$ cat src/rtl/lsu_pkg.sv
// Shared definitions for the load/store unit: funct3 encodings, response
// error codes, FSM state type and the funct3 legality rule.
package lsu_pkg;

    localparam logic [2:0] F3_LB  = 3'b000;
    localparam logic [2:0] F3_LH  = 3'b001;
    localparam logic [2:0] F3_LW  = 3'b010;
    localparam logic [2:0] F3_LBU = 3'b100;
    localparam logic [2:0] F3_LHU = 3'b101;

    localparam logic [1:0] ERR_NONE     = 2'b00;
    localparam logic [1:0] ERR_MISALIGN = 2'b01;
    localparam logic [1:0] ERR_RANGE    = 2'b10;
    localparam logic [1:0] ERR_ILLEGAL  = 2'b11;

    typedef enum logic [2:0] {
        ST_IDLE,
        ST_RD,
        ST_WR,
        ST_RMW_RD,
        ST_RMW_WR,
        ST_RESP
    } lsu_state_t;

    // Unsigned variants exist only for loads.
    function automatic logic f3_is_legal(input logic store, input logic [2:0] f3);
        case (f3)
            F3_LB, F3_LH, F3_LW: return 1'b1;
            F3_LBU, F3_LHU:      return !store;
            default:             return 1'b0;
        endcase
    endfunction

endpackage

$ cat src/rtl/lsu_lane_align.sv
// Byte/halfword lane handling: extracts and extends load data from a memory
// word, and merges sub-word store data into a read word.
module lsu_lane_align
    import lsu_pkg::*;
#(
    parameter int DATA_W = 32
) (
    input  logic [DATA_W-1:0] i_word,
    input  logic [1:0]        i_addr_lo,
    input  logic [2:0]        i_funct3,
    input  logic [DATA_W-1:0] i_wdata,
    output logic [DATA_W-1:0] o_load,
    output logic [DATA_W-1:0] o_merged
);

    logic [7:0]  w_byte;
    logic [15:0] w_half;

    always_comb begin
        w_byte = i_word[{i_addr_lo, 3'b000} +: 8];
        w_half = i_word[{i_addr_lo[1], 4'b0000} +: 16];
        case (i_funct3)
            F3_LB:   o_load = {{(DATA_W-8){w_byte[7]}}, w_byte};
            F3_LBU:  o_load = {{(DATA_W-8){1'b0}}, w_byte};
            F3_LH:   o_load = {{(DATA_W-16){w_half[15]}}, w_half};
            F3_LHU:  o_load = {{(DATA_W-16){1'b0}}, w_half};
            default: o_load = i_word;
        endcase
    end

    always_comb begin
        // NOTE: default assignment first so no path leaves o_merged unassigned (no latch).
        o_merged = i_word;
        case (i_funct3[1:0])
            2'b00:   o_merged[{i_addr_lo, 3'b000} +: 8]     = i_wdata[7:0];
            2'b01:   o_merged[{i_addr_lo[1], 4'b0000} +: 16] = i_wdata[15:0];
            default: o_merged = i_wdata;
        endcase
    end

endmodule

$ cat src/rtl/load_store_unit.sv
// Data-memory initiator: turns core load/store requests into word-aligned
// read, write or read-modify-write cycles, and reports request errors.
module load_store_unit
    import lsu_pkg::*;
#(
    parameter int ADDR_BITS = 12,
    parameter int DATA_W    = 32
) (
    input  logic              clk,
    input  logic              reset,
    input  logic              req_valid,
    output logic              req_ready,
    input  logic              req_store,
    input  logic [2:0]        req_funct3,
    input  logic [31:0]       req_addr,
    input  logic [DATA_W-1:0] req_wdata,
    output logic              resp_valid,
    output logic [DATA_W-1:0] resp_rdata,
    output logic [1:0]        resp_err,
    output logic              mem_read,
    output logic              mem_write,
    output logic [31:0]       mem_addr,
    output logic [DATA_W-1:0] mem_wdata,
    input  logic [DATA_W-1:0] mem_rdata
);

    lsu_state_t        r_state;
    logic [1:0]        r_addr_lo;
    logic [2:0]        r_funct3;
    logic [DATA_W-1:0] r_wdata;

    logic              w_accept;
    logic [1:0]        w_err;
    logic [DATA_W-1:0] w_load;
    logic [DATA_W-1:0] w_merged;

    assign w_accept = req_valid && req_ready;

    // First matching error wins: illegal funct3, then range, then alignment.
    always_comb begin
        w_err = ERR_NONE;
        if (!f3_is_legal(req_store, req_funct3))
            w_err = ERR_ILLEGAL;
        else if ((req_addr >> ADDR_BITS) != '0)
            w_err = ERR_RANGE;
        else if ((req_funct3[1:0] == 2'b01 && req_addr[0]) ||
                 (req_funct3[1:0] == 2'b10 && req_addr[1:0] != 2'b00))
            w_err = ERR_MISALIGN;
    end

    lsu_lane_align #(.DATA_W(DATA_W)) u_lane_align (
        .i_word    (mem_rdata),
        .i_addr_lo (r_addr_lo),
        .i_funct3  (r_funct3),
        .i_wdata   (r_wdata),
        .o_load    (w_load),
        .o_merged  (w_merged)
    );

    // NOTE: non-blocking assignments so every register updates from pre-edge values.
    always_ff @(posedge clk) begin
        if (reset) begin
            r_state    <= ST_IDLE;
            r_addr_lo  <= '0;
            r_funct3   <= '0;
            r_wdata    <= '0;
            req_ready  <= 1'b1;
            resp_valid <= 1'b0;
            resp_rdata <= '0;
            resp_err   <= ERR_NONE;
            mem_read   <= 1'b0;
            mem_write  <= 1'b0;
            mem_addr   <= '0;
            mem_wdata  <= '0;
        end else begin
            case (r_state)
                ST_IDLE: if (w_accept) begin
                    r_addr_lo <= req_addr[1:0];
                    r_funct3  <= req_funct3;
                    r_wdata   <= req_wdata;
                    req_ready <= 1'b0;
                    if (w_err != ERR_NONE) begin
                        resp_valid <= 1'b1;
                        resp_err   <= w_err;
                        r_state    <= ST_RESP;
                    end else begin
                        mem_addr <= {req_addr[31:2], 2'b00};
                        if (!req_store) begin
                            mem_read <= 1'b1;
                            r_state  <= ST_RD;
                        end else if (req_funct3[1:0] == 2'b10) begin
                            mem_write <= 1'b1;
                            mem_wdata <= req_wdata;
                            r_state   <= ST_WR;
                        end else begin
                            mem_read <= 1'b1;
                            r_state  <= ST_RMW_RD;
                        end
                    end
                end
                ST_RD: begin
                    mem_read   <= 1'b0;
                    mem_addr   <= '0;
                    resp_rdata <= w_load;
                    resp_valid <= 1'b1;
                    r_state    <= ST_RESP;
                end
                ST_WR, ST_RMW_WR: begin
                    mem_write  <= 1'b0;
                    mem_addr   <= '0;
                    mem_wdata  <= '0;
                    resp_valid <= 1'b1;
                    r_state    <= ST_RESP;
                end
                // mem_addr is left untouched so it stays stable into the write half.
                ST_RMW_RD: begin
                    mem_read  <= 1'b0;
                    mem_write <= 1'b1;
                    mem_wdata <= w_merged;
                    r_state   <= ST_RMW_WR;
                end
                ST_RESP: begin
                    resp_valid <= 1'b0;
                    resp_rdata <= '0;
                    resp_err   <= ERR_NONE;
                    req_ready  <= 1'b1;
                    r_state    <= ST_IDLE;
                end
                default: begin
                    req_ready <= 1'b1;
                    r_state   <= ST_IDLE;
                end
            endcase
        end
    end

endmodule

$ cat config.mk
export PLATFORM = sky130hd
export DESIGN_NAME = load_store_unit
export DESIGN_NICKNAME = d
export VERILOG_FILES = /design/src/rtl/lsu_pkg.sv /design/src/rtl/lsu_lane_align.sv /design/src/rtl/load_store_unit.sv
export SDC_FILE = /design/constraint.sdc
export NUM_CORES = 1
export LEC_CHECK = 0
export BUFFER_PORTS_ARGS = -buffer_cell sky130_fd_sc_hd__buf_4
export CELL_PAD_IN_SITES_DETAIL_PLACEMENT = 1
export CELL_PAD_IN_SITES_GLOBAL_PLACEMENT = 2
export CORE_MARGIN = 4
export CORE_UTILIZATION = 28
export CTS_BUF_LIST = sky130_fd_sc_hd__clkbuf_8
export CTS_CLUSTER_SIZE = 30
export DETAILED_ROUTE_END_ITERATION = 10
export HOLD_SLACK_MARGIN = 0.15
export PLACE_DENSITY = 0.83
export SYNTH_ARGS = -nofsm -noshare
export SYNTH_HDL_FRONTEND = slang
export SYNTH_SLANG_ARGS = --single-unit
$ cat constraint.sdc
create_clock -name clk -period 2.9 [get_ports clk]
set_input_delay 0.29 -clock clk [delete_from_list [all_inputs] [get_ports clk]]
set_output_delay 0.29 -clock clk [all_outputs]
set_load 0.01 [all_outputs]
==> flow_summary.toml <==
[run_status]
outcome = "complete, no violations"

[detailed_routing]
vias = 7548
wl_per_cell_um = 21.7
wirelength_um = 30300
drc_errors = 0
avgViaCountPerCell = 5.40
drtPass1Iterations = 6
route.antenna.remaining_nets = 0
drtIter0Drc = 638

[clocking]
numCtsBuffers = 17
cts.clk_slew.worst_paths_ns = 0.09
insertion_delay_ns = 0.46
clock_path_buffers = 2
cts.sinks = 140
cts_tree = "yes"
htree_levels = 4
cts-root-buf = "clkbuf_8"

[placed_design]
dpl.hpwl_um = 21500
io_buffers = 202
gp_congestion = 0.865
place_area_um2 = 8810

[yosys]
netlist_top_cells_area = "dfxtp_1 40%, nand2_1 6.2%, a21oi_1 6.0%, mux2i_1 4.6%, a211oi_2 3.4%"
ys_seq_area_share_pct = 40.1
async_flop_share_pct = 0
synth_edf_count = 0
yosys.area.top_type = "dfxtp_1"
synth_warnings = 0
yosys-top-cells-count = "140 x dfxtp_1, 115 x nand2_1, 84 x a21oi_1"
synth_area_um2 = 6990
synth_cells = 820
yosysMostFrequentCell = "dfxtp_1"
synth_top_area_share_pct = 40.1
synth_flop_cell = "dfxtp_1"
yosys.cell_types.count = 64
ys_seq_elements = 140
postSynthAreaPerCell_um2 = 8.53

[worst_setup_path]
rr_worst_depth = 6
critPathKind = "flop to flop"
cp-end-kind = "flop"
cp.required_ns = 3.27
start_kind = "flop"
cp.arrival_ns = 2.99
r2r_end = "mem_wdata[3]"
r2r-start = "r_state[2]"
reg2reg_slack_ns = 0.27
cp_max_fo = 23

[sta]
grt_setup_unrepaired = "no"
relSlewSlack_pct = 32.2
fmax_ghz = 0.381
fin_crit_sh_pct = 90.5
fin_crit_ns = 2.63
final-hold-violation-count = 0
tightest_slew_ns = 1.02
finalSetupViolCount = 0
finClkSkew_ns = 0.0134
slew_viol_final = 0
tns_ns = 0

[grt]
grt_pass1_wl_um = 46700
grt_overflow = 0
grt_pass1_vias = 7683
grt_max_degree = 80
grt_util_all_layers_pct = 21.4
antenna_found_initial = 0

[floorplanning]
ioPinCount = 205
dieHeight_um = 166
rows = 57
fp.dieW_um = 166
initial_utilization_pct = 28.6
coreArea_um2 = 24500
dieArea_um2 = 27600

[min_path]
min_from = "mem_rdata[15]"
min_to = "resp_rdata[15]"
worstHoldPathCells = 4
min_path_type = "input pin to flop"

[layout]
drive_above_1_share_pct = 28.3
fillers = 2854
nets = 1168
synthToLayoutAreaGrowth_pct = 41.2
multiInputGateArea_um2 = 3850
register_area_um2 = 2800
fin_area_um2 = 9870
n_antenna_cell = 0

[flow_run]
cap_violations = 0

[power]
power_density_nw_per_um2 = 795
leakage_uw = 0.00391
peakVddDrop_uv = 356
-- worst max-delay path by stage --
stage	startpoint	endpoint	slack [ns]	cells after the start
2_1_floorplan	r_addr_lo[1]	mem_wdata[16]	0.13	10
3_3_place_gp	r_state[2]	mem_wdata[20]	0.36	6
3_5_place_dp	r_state[2]	mem_wdata[3]	0.24	6
4_1_cts	r_state[2]	mem_wdata[3]	0.26	6
5_1_grt	r_state[2]	mem_wdata[27]	0.1	6
6_report	r_state[2]	mem_wdata[3]	0.27	6
-- through the flow --
step	util, %	power, uW	worst slack, ns	cells	hold WS [ns]
2_1_floorplan	-	4760	0.128	821	0.426
3_3_place_gp	36.0	6070	0.360	1299	0.440
3_5_place_dp	36.0	6140	0.235	1299	0.445
4_1_cts	40.4	7900	0.262	1397	0.186
5_1_grt	40.4	8340	0.0971	1397	0.183
6_report	40.4	7850	0.275	1397	0.208
-- cells by family (layout without fill, tap and decap cells) --
logic type	count (synthesis)	count (layout)	synth area share (%)
compound gates	267	267	27.3
buf+inv	82	334	5.22
other cells	1	2	0.0536
flops	140	140	40.1
fa+ha+maj	5	5	0.894
mux	42	42	6.35
xor+xnor	1	1	0.125
simple gates	282	282	20.0
-- registers in the layout, indices dropped and copies added (netlist names) --
name and flops:
mem_wdata 32, r_wdata 32, resp_rdata 32, mem_addr 30, r_funct3 3, r_state 3
r_addr_lo 2, resp_err 2, mem_read 1, mem_write 1, req_ready 1, resp_valid 1
-- per-layer routing --
metal | vias up | share of wire, % | wire, um | track usage, %
met3 | 25 | 7.0 | 2120 | 6.40
met1 | 3760 | 43 | 12900 | 27.2
met5 | - | 0 | 0 | 0
li1 | 3484 | - | - | -
met4 | 0 | 1.5 | 451 | 4.91
met2 | 279 | 49 | 14800 | 36.0
-- repair_timing --
item | in CTS | in global routing
setup buffers | 0 | 0
hold buffers | 66 | 0
hold endpoints to repair | 69 | 0
gates resized for setup | 0 | 0
-- worst max-delay path, cell delays in order (launching register included) --
cell and delay, ns:
dfxtp_1 0.43, or3_1 0.53, or4b_4 0.56, nor4_4 0.33
buf_4 0.36, nor3_1 0.08, a211oi_1 0.23
-- placed cells by master (no fill, tap or decap), types with 22 or more instances in the layout --
| cell type | Yosys | routed |
|---|---|---|
| dfxtp_1 | 140 | 139 |
| a21oi_1 | 84 | 84 |
| nand2b_1 | 22 | 22 |
| dlygate4sd3_1 | 0 | 66 |
| buf_4 | 4 | 227 |
| nor2_1 | 42 | 41 |
| o21ai_0 | 38 | 38 |
| nor3_1 | 28 | 28 |
| nand2_1 | 115 | 115 |
| and2_1 | 22 | 22 |
| mux2i_1 | 32 | 32 |
-- power breakdown --
part / switching, uW / internal (uW) / leakage [uW]
logic: 1910 / 1480 / 0.00257
clock network: 865 / 814 / 0.000198
registers: 405 / 2370 / 0.00114
total: 3180 / 4670 / 0.00391
-- cell type report --
| cell class | instances | area share (%) |
|---|---|---|
| sequential | 140 | 28.4 |
| timing repair buffer | 294 | 24.2 |
| inverter | 8 | 0.304 |
| clock buffer | 19 | 2.65 |
| multi-input combinational | 599 | 39.0 |
| tap | 324 | 4.11 |
| clock inverter | 13 | 1.43 |
No activity file was read; power rests on OpenSTA's default activity.
